File: src/rtl/pll_mgmt_responder_if.sv
// Avalon-MM management port bundle for the PLL reconfig responder.
// The master drives address/write/read; the slave answers with readdata/waitrequest.
interface pll_mgmt_responder_if;
    logic [5:0]  mgmt_address;
    logic        mgmt_write;
    logic [31:0] mgmt_writedata;
    logic        mgmt_read;
    logic [31:0] mgmt_readdata;
    logic        mgmt_waitrequest;

    modport master (
        output mgmt_address, mgmt_write, mgmt_writedata, mgmt_read,
        input  mgmt_readdata, mgmt_waitrequest
    );

    modport slave (
        input  mgmt_address, mgmt_write, mgmt_writedata, mgmt_read,
        output mgmt_readdata, mgmt_waitrequest
    );
endinterface

File: src/rtl/pll_mgmt_responder.sv
// PLL reconfig management responder: shadow writes, timed apply, active commit.
// Define PLL_MGMT_READBACK_EN to make shadow registers readable over mgmt.
module pll_mgmt_responder #(
    parameter int WR_WAIT      = 2,
    parameter int APPLY_CYCLES = 64
) (
    input  logic                CLK_50M,
    input  logic                RESET,
    pll_mgmt_responder_if.slave mgmt,
    output logic                cfg_mode,
    output logic [17:0]         cfg_n,
    output logic [17:0]         cfg_m,
    output logic [17:0]         cfg_c0,
    output logic [31:0]         cfg_k,
    output logic [3:0]          cfg_bw,
    output logic [2:0]          cfg_cp,
    output logic                cfg_valid,
    output logic                busy,
    output logic                bad_addr
);

    localparam int SW = (WR_WAIT > 1) ? $clog2(WR_WAIT) : 1;
    localparam int AW = (APPLY_CYCLES > 1) ? $clog2(APPLY_CYCLES) : 1;
    localparam logic [SW-1:0] STALL_LOAD = SW'((WR_WAIT > 0) ? WR_WAIT - 1 : 0);
    localparam logic [AW-1:0] APPLY_LOAD = AW'(APPLY_CYCLES - 1);

    localparam logic [5:0] A_MODE  = 6'd0;
    localparam logic [5:0] A_STAT  = 6'd1;
    localparam logic [5:0] A_START = 6'd2;
    localparam logic [5:0] A_N     = 6'd3;
    localparam logic [5:0] A_M     = 6'd4;
    localparam logic [5:0] A_C0    = 6'd5;
    localparam logic [5:0] A_K     = 6'd7;
    localparam logic [5:0] A_BW    = 6'd8;
    localparam logic [5:0] A_CP    = 6'd9;

    typedef enum logic [1:0] {IDLE, STALL, APPLY} state_t;

    state_t state, state_nxt;

    logic        sh_mode;
    logic [17:0] sh_n, sh_m, sh_c0;
    logic [31:0] sh_k;
    logic [3:0]  sh_bw;
    logic [2:0]  sh_cp;

    logic          poll_mode;
    logic          tail;
    logic [SW-1:0] stall_cnt;
    logic [AW-1:0] apply_cnt;

    logic        stall, wr_acc, rd_acc, shadow_sel;
    logic [5:0]  addr;
    logic [31:0] wd, rd_val;

    assign addr = mgmt.mgmt_address;
    assign wd   = mgmt.mgmt_writedata;

    // poll_mode is latched at start, so a mode write mid-apply takes effect next run
    assign stall  = (state == STALL) || (state == APPLY && !poll_mode);
    assign busy   = (state == APPLY);
    assign wr_acc = mgmt.mgmt_write && !stall;
    assign rd_acc = mgmt.mgmt_read && !mgmt.mgmt_write && !stall;

    assign mgmt.mgmt_waitrequest = stall;

    assign shadow_sel = (addr == A_MODE) || (addr == A_N) || (addr == A_M) ||
                        (addr == A_C0) || (addr == A_K) || (addr == A_BW) ||
                        (addr == A_CP);

    always_ff @(posedge CLK_50M) begin
        if (RESET) state <= IDLE;
        else       state <= state_nxt;
    end

    always_comb begin
        state_nxt = state;
        unique case (state)
            IDLE: begin
                if (wr_acc && addr == A_START)
                    state_nxt = APPLY;
                else if (wr_acc && shadow_sel && WR_WAIT > 0)
                    state_nxt = STALL;
            end
            STALL: if (stall_cnt == '0) state_nxt = IDLE;
            APPLY: if (tail) state_nxt = IDLE;
            default: state_nxt = IDLE;
        endcase
    end

    always_comb begin
        rd_val = '0;
`ifdef PLL_MGMT_READBACK_EN
        unique case (1'b1)
            addr == A_MODE: rd_val = {31'b0, sh_mode};
            addr == A_STAT: rd_val = {31'b0, ~busy};
            addr == A_N:    rd_val = {14'b0, sh_n};
            addr == A_M:    rd_val = {14'b0, sh_m};
            addr == A_C0:   rd_val = {14'b0, sh_c0};
            addr == A_K:    rd_val = sh_k;
            addr == A_BW:   rd_val = {28'b0, sh_bw};
            addr == A_CP:   rd_val = {29'b0, sh_cp};
            default:        rd_val = '0;
        endcase
`else
        if (addr == A_STAT) rd_val = {31'b0, ~busy};
`endif
    end

    always_ff @(posedge CLK_50M) begin
        if (RESET) begin
            sh_mode            <= 1'b0;
            sh_n               <= '0;
            sh_m               <= '0;
            sh_c0              <= '0;
            sh_k               <= '0;
            sh_bw              <= '0;
            sh_cp              <= '0;
            cfg_mode           <= 1'b0;
            cfg_n              <= '0;
            cfg_m              <= '0;
            cfg_c0             <= '0;
            cfg_k              <= '0;
            cfg_bw             <= '0;
            cfg_cp             <= '0;
            cfg_valid          <= 1'b0;
            bad_addr           <= 1'b0;
            poll_mode          <= 1'b0;
            tail               <= 1'b0;
            stall_cnt          <= '0;
            apply_cnt          <= '0;
            mgmt.mgmt_readdata <= '0;
        end else begin
            cfg_valid <= 1'b0;
            if (state == IDLE && wr_acc) begin
                stall_cnt <= STALL_LOAD;
                unique case (1'b1)
                    addr == A_MODE: sh_mode <= wd[0];
                    addr == A_STAT: ;
                    addr == A_START: begin
                        apply_cnt <= APPLY_LOAD;
                        tail      <= 1'b0;
                        poll_mode <= sh_mode;
                    end
                    addr == A_N:  sh_n  <= wd[17:0];
                    addr == A_M:  sh_m  <= wd[17:0];
                    addr == A_C0: sh_c0 <= wd[17:0];
                    addr == A_K:  sh_k  <= wd;
                    addr == A_BW: sh_bw <= wd[3:0];
                    addr == A_CP: sh_cp <= wd[2:0];
                    default:      bad_addr <= 1'b1;
                endcase
            end
            if (state == STALL && stall_cnt != '0)
                stall_cnt <= stall_cnt - 1'b1;
            if (state == APPLY) begin
                if (wr_acc && addr == A_MODE)
                    sh_mode <= wd[0];
                // one settle cycle after the count expires before commit
                if (tail) begin
                    tail      <= 1'b0;
                    cfg_valid <= 1'b1;
                    cfg_mode  <= sh_mode;
                    cfg_n     <= sh_n;
                    cfg_m     <= sh_m;
                    cfg_c0    <= sh_c0;
                    cfg_k     <= sh_k;
                    cfg_bw    <= sh_bw;
                    cfg_cp    <= sh_cp;
                end else if (apply_cnt == '0) begin
                    tail <= 1'b1;
                end else begin
                    apply_cnt <= apply_cnt - 1'b1;
                end
            end
            if (rd_acc)
                mgmt.mgmt_readdata <= rd_val;
        end
    end

endmodule

File: src/flat_wrapper.sv
// flat-port wrapper written by rule: the top's interface ports become plain ports
module pll_mgmt_responder_flat 
#(
    parameter int WR_WAIT      = 2,
    parameter int APPLY_CYCLES = 64
)
  (CLK_50M, RESET, cfg_mode, cfg_n, cfg_m, cfg_c0, cfg_k, cfg_bw, cfg_cp, cfg_valid, busy, bad_addr, mgmt_mgmt_address, mgmt_mgmt_write, mgmt_mgmt_writedata, mgmt_mgmt_read, mgmt_mgmt_readdata, mgmt_mgmt_waitrequest);
  pll_mgmt_responder_if mgmt_i ();
  input  logic CLK_50M;
  input  logic RESET;
  output logic cfg_mode;
  output logic [17:0] cfg_n;
  output logic [17:0] cfg_m;
  output logic [17:0] cfg_c0;
  output logic [31:0] cfg_k;
  output logic [3:0] cfg_bw;
  output logic [2:0] cfg_cp;
  output logic cfg_valid;
  output logic busy;
  output logic bad_addr;
  input wire logic [$bits(mgmt_i.mgmt_address)-1:0] mgmt_mgmt_address;
  input wire logic [$bits(mgmt_i.mgmt_write)-1:0] mgmt_mgmt_write;
  input wire logic [$bits(mgmt_i.mgmt_writedata)-1:0] mgmt_mgmt_writedata;
  input wire logic [$bits(mgmt_i.mgmt_read)-1:0] mgmt_mgmt_read;
  output wire logic [$bits(mgmt_i.mgmt_readdata)-1:0] mgmt_mgmt_readdata;
  output wire logic [$bits(mgmt_i.mgmt_waitrequest)-1:0] mgmt_mgmt_waitrequest;
  assign mgmt_i.mgmt_address = mgmt_mgmt_address;
  assign mgmt_i.mgmt_write = mgmt_mgmt_write;
  assign mgmt_i.mgmt_writedata = mgmt_mgmt_writedata;
  assign mgmt_i.mgmt_read = mgmt_mgmt_read;
  assign mgmt_mgmt_readdata = mgmt_i.mgmt_readdata;
  assign mgmt_mgmt_waitrequest = mgmt_i.mgmt_waitrequest;
  pll_mgmt_responder #(.WR_WAIT(WR_WAIT), .APPLY_CYCLES(APPLY_CYCLES)) u_core (.CLK_50M(CLK_50M), .RESET(RESET), .mgmt(mgmt_i), .cfg_mode(cfg_mode), .cfg_n(cfg_n), .cfg_m(cfg_m), .cfg_c0(cfg_c0), .cfg_k(cfg_k), .cfg_bw(cfg_bw), .cfg_cp(cfg_cp), .cfg_valid(cfg_valid), .busy(busy), .bad_addr(bad_addr));
endmodule
File: config.mk
export PLATFORM = sky130hd
export DESIGN_NAME = pll_mgmt_responder_flat
export DESIGN_NICKNAME = d
export VERILOG_FILES = /design/src/rtl/pll_mgmt_responder_if.sv /design/src/rtl/pll_mgmt_responder.sv /design/src/flat_wrapper.sv
export SDC_FILE = /design/constraint.sdc
export NUM_CORES = 1
export LEC_CHECK = 0
export CAP_MARGIN = 0
export CORE_MARGIN = 2
export CORE_UTILIZATION = 54
export DETAILED_ROUTE_END_ITERATION = 8
export GPL_TIMING_DRIVEN = 0
export PLACE_DENSITY_LB_ADDON = 0.08
export SLEW_MARGIN = 10
export SYNTH_ARGS = -nofsm -noshare
export SYNTH_HDL_FRONTEND = slang
export SYNTH_SLANG_ARGS = --single-unit
File: constraint.sdc
create_clock -name CLK_50M -period 3.65 [get_ports CLK_50M]
set_input_delay 0.365 -clock CLK_50M [delete_from_list [all_inputs] [get_ports CLK_50M]]
set_output_delay 0.365 -clock CLK_50M [all_outputs]
set_load 0.02 [all_outputs]
# --- After elaboration in Yosys (flattened, before gate mapping) ---
# Cells that the tools add are included.
word_totals:
  ff_bits: 233
  output_inout_bits: 130
classes:
  add_sub_neg: 2
  eq_ne: 13
  muxes: 23
  n_bitwise: 2
  n_reduce_logical: 35
op_table:
  columns: ["cell", "n"]
  rows:
  - ["$mux W6", 5]
  - ["$eq A6 B3 Y1 const B", 3]
  - ["$reduce_and A2 Y1", 9]
  - ["$mux W1", 13]
  - ["$eq A6 B2 Y1 const B", 2]
  - ["$eq A6 B4 Y1 const B", 2]
  - ["$logic_not A6 Y1", 2]
  - ["$logic_and A1 B1 Y1", 9]
  - ["$reduce_or A9 Y1", 1]
  - ["$mux W2", 4]
  - ["$logic_or A1 B1 Y1", 7]
  - ["$eq A6 B1 Y1 const B", 1]
  - ["$pmux W2 S3", 1]
  - ["$sub A6 B1 Y6 const B", 1]
  - ["$ne A2 B2 Y1 const B", 2]
  - ["$logic_not A1 Y1", 3]
  - ["$ne A3 B1 Y1 const B", 1]
  - ["$reduce_and A3 Y1", 1]
  - ["$eq A2 B1 Y1 const B", 1]
  - ["$eq A2 B2 Y1 const B", 1]
  - ["$logic_not A2 Y1", 1]
  - ["$not A1 Y1", 2]
  - ["$reduce_bool A2 Y1", 1]
  - ["$reduce_or A2 Y1", 1]
  - ["$sub A1 B1 Y1 const B", 1]

# --- Logic depth before layout (Yosys ltp) ---
logic_depth:
  ltp_word: 11
  mapped_depth: 8

# --- Worst setup path after synthesis ---
# Ideal clock, no wire load.
synth_path:
  path_type: "register -> register"
  from: "register u_core.state[1]"
  to: "register u_core.apply_cnt[4]"
  t_arrival_ns: 1.482
  t_required_ns: 3.535
  setup_slack_ns: 2.053
  stages_incl_launch_ff: 5
  n_path_buf: 0
  path_cell_list: "dfxtp_1 or3b_4 a31oi_4 mux2_2 o21a_1"
synth_between:
  elab_chain_cells: 10
synth_rtl:
  columns: ["item", "line", "text"]
  rows:
  - ["start: declaration", "pll_mgmt_responder.sv:39", "state_t state, state_nxt;"]
  - ["start signal: assignment", "pll_mgmt_responder.sv:73", "else state <= state_nxt;"]
  - ["$eq A2 B2 Y1", "pll_mgmt_responder.sv:60, pll_mgmt_responder.sv:156", null]
  - ["$logic_and A1 B1 Y1", "pll_mgmt_responder.sv:60", "assign stall = (state == STALL) || (state == APPLY && !poll_mode);"]
  - ["$logic_or A1 B1 Y1", "pll_mgmt_responder.sv:60", null]
  - ["$logic_not A1 Y1", "pll_mgmt_responder.sv:62", "assign wr_acc = mgmt.mgmt_write && !stall;"]
  - ["$logic_and A1 B1 Y1", "pll_mgmt_responder.sv:62", null]
  - ["$logic_and A1 B1 Y1", "pll_mgmt_responder.sv:135", "if (state == IDLE && wr_acc) begin"]
  - ["$mux W6", "pll_mgmt_responder.sv:135", null]
  - ["$mux W6", "pll_mgmt_responder.sv:170", "end else if (apply_cnt == '0) begin"]
  - ["$mux W6", "pll_mgmt_responder.sv:160", "if (tail) begin"]
  - ["$mux W6 *", "pll_mgmt_responder.sv:156", "if (state == APPLY) begin"]
  - ["end signal: assignment", "pll_mgmt_responder.sv:173", "apply_cnt <= apply_cnt - 1'b1;"]
  - ["end: declaration", "pll_mgmt_responder.sv:50", "logic [AW-1:0] apply_cnt;"]
# Every way passes the cells marked *; elsewhere a longest branch is shown, timed or not.
# A chain may end at the register's enable or synchronous reset.

# --- Worst setup path after layout ---
layout_path:
  from: "register u_core.state[1]"
  to: "output port mgmt_mgmt_waitrequest"
layout_between:
  elab_chain_cells: 3
layout_rtl:
  columns: ["item", "line", "text"]
  rows:
  - ["$eq A2 B2 Y1", "pll_mgmt_responder.sv:60", null]
  - ["$logic_and A1 B1 Y1", "pll_mgmt_responder.sv:60", null]
  - ["$logic_or A1 B1 Y1 *", "pll_mgmt_responder.sv:60", null]
  - ["end: declaration", "flat_wrapper.sv:26", "output wire logic [$bits(mgmt_i.mgmt_waitrequest)-1:0] mgmt_mgmt_waitrequest;"]
# Marks and branches as above.

==> impl_metrics.csv <==
group,metric,value,unit
critical_path,startpoint,"u_core.state[1]$_SDFFE_PP0P_",
die,initial_core_util,0.5492,
critical_path,r2r_cells,7,
routing,drt_wl_total,18.56,mm
yosys,synth_area_per_cell,9.018,um2
sta,setup_viol,0,
pwr,ir_worst_vdd,0.3055,mV
critical_path,reg2reg_slack,1760,ps
clock_network,cts_resized,0,
routing,drc_errors,0,
clock_network,cts.sinks,202,
sta,hold_viol_final,0,
place,hpwlAfterDp,13.08,mm
die,fp.dieW,122.6,um
critical_path,crit_type,"reg2out",
routing,vias_per_cell,5.022,
clock_network,clk_latency,480,ps
yosys,yosys.area.top_type,"dfxtp_1",
final_layout,multiInputGateArea,3131,um2
global_routing,grt_use_total,0.2439,
clock_network,numCtsBuffers,21,
final_layout,regArea,4044,um2
critical_path,r2r-end,"u_core.cfg_m[16]$_SDFFE_PP0P_",
yosys,ys_top_cells_by_area,"dfxtp_1 53%, mux2i_1 13%, nand2_1 9.5%, a21oi_1 6.5%, nor2_1 5.0%",
yosys,synth_top_area_share,0.5325,
sta,relSlewSlack,0.5251,
yosys,synth-edff-count,0,
critical_path,cp-end-kind,"primary output",
pwr,p_leak,4.279,nW
global_routing,antenna_found_initial,0,
routing,post_drt_wl_per_cell,15.17,um
sta,fin_setup_tns,0,ps
clock_network,ctsLongestPathBuffers,3,
die,dieArea,15030,um2
sta,rsz0062_at_grt,"false",
yosys,synth_area,7594,um2
place,place_ws,1227,ps
sta,slew_violations,0,
sta,postLayoutSetupSlackWorst,1265,ps
place,port_buffers,139,
yosys,syn_inst,842,
global_routing,grt_max_degree,15,
min_path,holdCritPathClass,"reg2reg",
yosys,async_flop_share,0,
final_layout,areaGrowthSynthToFinish,31.17,%
critical_path,crit_required,3280,ps
critical_path,critPathMaxFanout,6,
clock_network,ctsRootBufferMaster,"clkbuf_16",
critical_path,crit_path_start_kind,"flip-flop",
clock_network,cts_setup_buffers,0,
final_layout,n_antenna_cell,0,
critical_path,r2r_start,"u_core.state[0]$_SDFFE_PP0P_",
routing,antenna_left,0,
status,status,"finished, final reports clean",
global_routing,grt_pass1_wl,28.72,mm
routing,dr.pass1.iters,4,
clock_network,htree_levels,1,
critical_path,worstPathArrival,2020,ps
pwr,power_density,444.5,nW/um2
yosys,ys_ff_latch,202,
global_routing,grt_pass1_vias,5633,
sta,min_period_over_period,0.6536,
final_layout,final_cell_mix,"202 x dfxtp_1, 193 x nand2_1, 139 x clkdlybuf4s50_1, 102 x nor2_1, 99 x a21oi_1",
clock_network,path_clk_slew,60,ps
yosys,yosys_warnings,0,
sta,max_freq,419.2,MHz
clock_network,cts_tree,"yes",
sta,skew,7.125,ps
yosys,ys_seq_area_frac,0.5325,
final_layout,final_common_cell,"dfxtp_1",
clock_network,ctsHoldBuffers,0,
die,io_pins,172,
die,die_h,122.6,um
final_layout,drive_gt1_frac,0.09387,
routing,num_vias,6147,
final_layout,fin_nets,1078,
critical_path,crit_end,"mgmt_mgmt_waitrequest",
global_routing,grt_overflow,0,
final_layout,n_fill_cell,1125,
run,maxCapViolations,0,
die,row_count,43,
die,coreArea,13830,um2
yosys,synthFlopType,"dfxtp_1",
place,gp_congestion,0.8019,
yosys,synth.distinct_cells,44,
sta,worstMarginPinSlew,712.3,ps
sta,period_needed,2385,ps
routing,drtIter0Drc,330,
## worst max-delay path: stages, from the launching register on
cell             delay [ps]
dfxtp_1                 440
and2b_2                 270
or2_2                   300
clkdlybuf4s50_1         540
## kinds of logic after synthesis
| group | Yosys count | synth area share |
|---|---|---|
| compound gates | 114 | 0.08140 |
| fa+ha+maj | 2 | 0.003295 |
| buf+inv | 92 | 0.07003 |
| flops | 202 | 0.5325 |
| mux | 97 | 0.1280 |
| other cells | 1 | 0.0004938 |
| simple gates | 334 | 0.1842 |
## per-stage QoR
stage          instances  hold WS (ps)  area, um2    util  power (mW)
2_1_floorplan        872         428.9       7706       -       2.381
3_3_place_gp        1191         439.1       9323  0.6742       2.478
3_5_place_dp        1191         444.9       9323  0.6742       2.479
4_1_cts             1224         438.4       9961  0.7204       4.456
5_1_grt             1224         468.8       9961  0.7204       4.555
6_report            1224         450.2       9961  0.7204       4.427
## state kept, by name, indices dropped and copies added, names as in the netlist, 2 cells and up
| register | cells |
|---|---|
| u_core.cfg_c0 | 18 |
| u_core.cfg_bw | 4 |
| u_core.sh_cp | 3 |
| u_core.sh_k | 32 |
| u_core.apply_cnt | 6 |
| u_core.sh_c0 | 18 |
| u_core.cfg_k | 32 |
| u_core.sh_bw | 4 |
| u_core.cfg_cp | 3 |
| u_core.cfg_m | 18 |
| u_core.sh_n | 18 |
| u_core.sh_m | 18 |
| u_core.cfg_n | 18 |
| u_core.state | 2 |
## synthesized netlist by cell type, types with 2 or more instances
cell type / n
a211oi_1: 3
a21oi_1: 99
a31oi_1: 2
and3_1: 2
buf_2: 15
buf_4: 40
clkbuf_1: 29
dfxtp_1: 202
ha_1: 2
inv_1: 6
mux2i_1: 96
nand2_1: 193
nand3_1: 5
nand4_1: 2
nand4b_1: 2
nor2_1: 102
nor2b_1: 3
nor3_1: 7
nor3b_1: 3
nor4b_1: 2
o21a_1: 2
o21ai_0: 3
## final cells by class
cell class	instances	area share
sequential	202	0.4060
multi-input combinational	578	0.3143
timing repair buffer	139	0.1397
clock buffer	27	0.05803
buffer	86	0.05112
tap	180	0.02261
clock inverter	6	0.006029
inverter	6	0.002261
## how the worst min path moves through the flow
stage | startpoint | depth (start not counted) | slack [ps] | to
global placement | u_core.sh_k[24]$_SDFFE_PP0P_ | 2 | 440 | u_core.cfg_k[24]$_SDFFE_PP0P_
global route | u_core.sh_c0[4]$_SDFFE_PP0P_ | 2 | 470 | u_core.cfg_c0[4]$_SDFFE_PP0P_
finish | u_core.sh_c0[4]$_SDFFE_PP0P_ | 2 | 450 | u_core.cfg_c0[4]$_SDFFE_PP0P_
floorplan | u_core.sh_m[17]$_SDFFE_PP0P_ | 2 | 430 | u_core.cfg_m[17]$_SDFFE_PP0P_
detailed placement | u_core.sh_n[8]$_SDFFE_PP0P_ | 2 | 440 | u_core.cfg_n[8]$_SDFFE_PP0P_
CTS | mgmt_mgmt_address[3] | 4 | 440 | u_core.state[0]$_SDFFE_PP0P_
## report_power, final
| part | total [mW] | switching (mW) | internal [mW] |
|---|---|---|---|
| Combinational | 0.215 | 0.128 | 0.0878 |
| Clock | 1.99 | 0.816 | 1.18 |
| Sequential | 2.22 | 0.00536 | 2.21 |
## layer usage
layer | part of all wire | track usage | up-vias
met1 | 0.45 | 0.3298 | 2835
li1 | - | - | 3099
met2 | 0.47 | 0.4122 | 176
met5 | 0 | 0 | -
met3 | 0.055 | 0.03206 | 37
met4 | 0.022 | 0.06466 | 0
(Power assumes the default switching activity.)
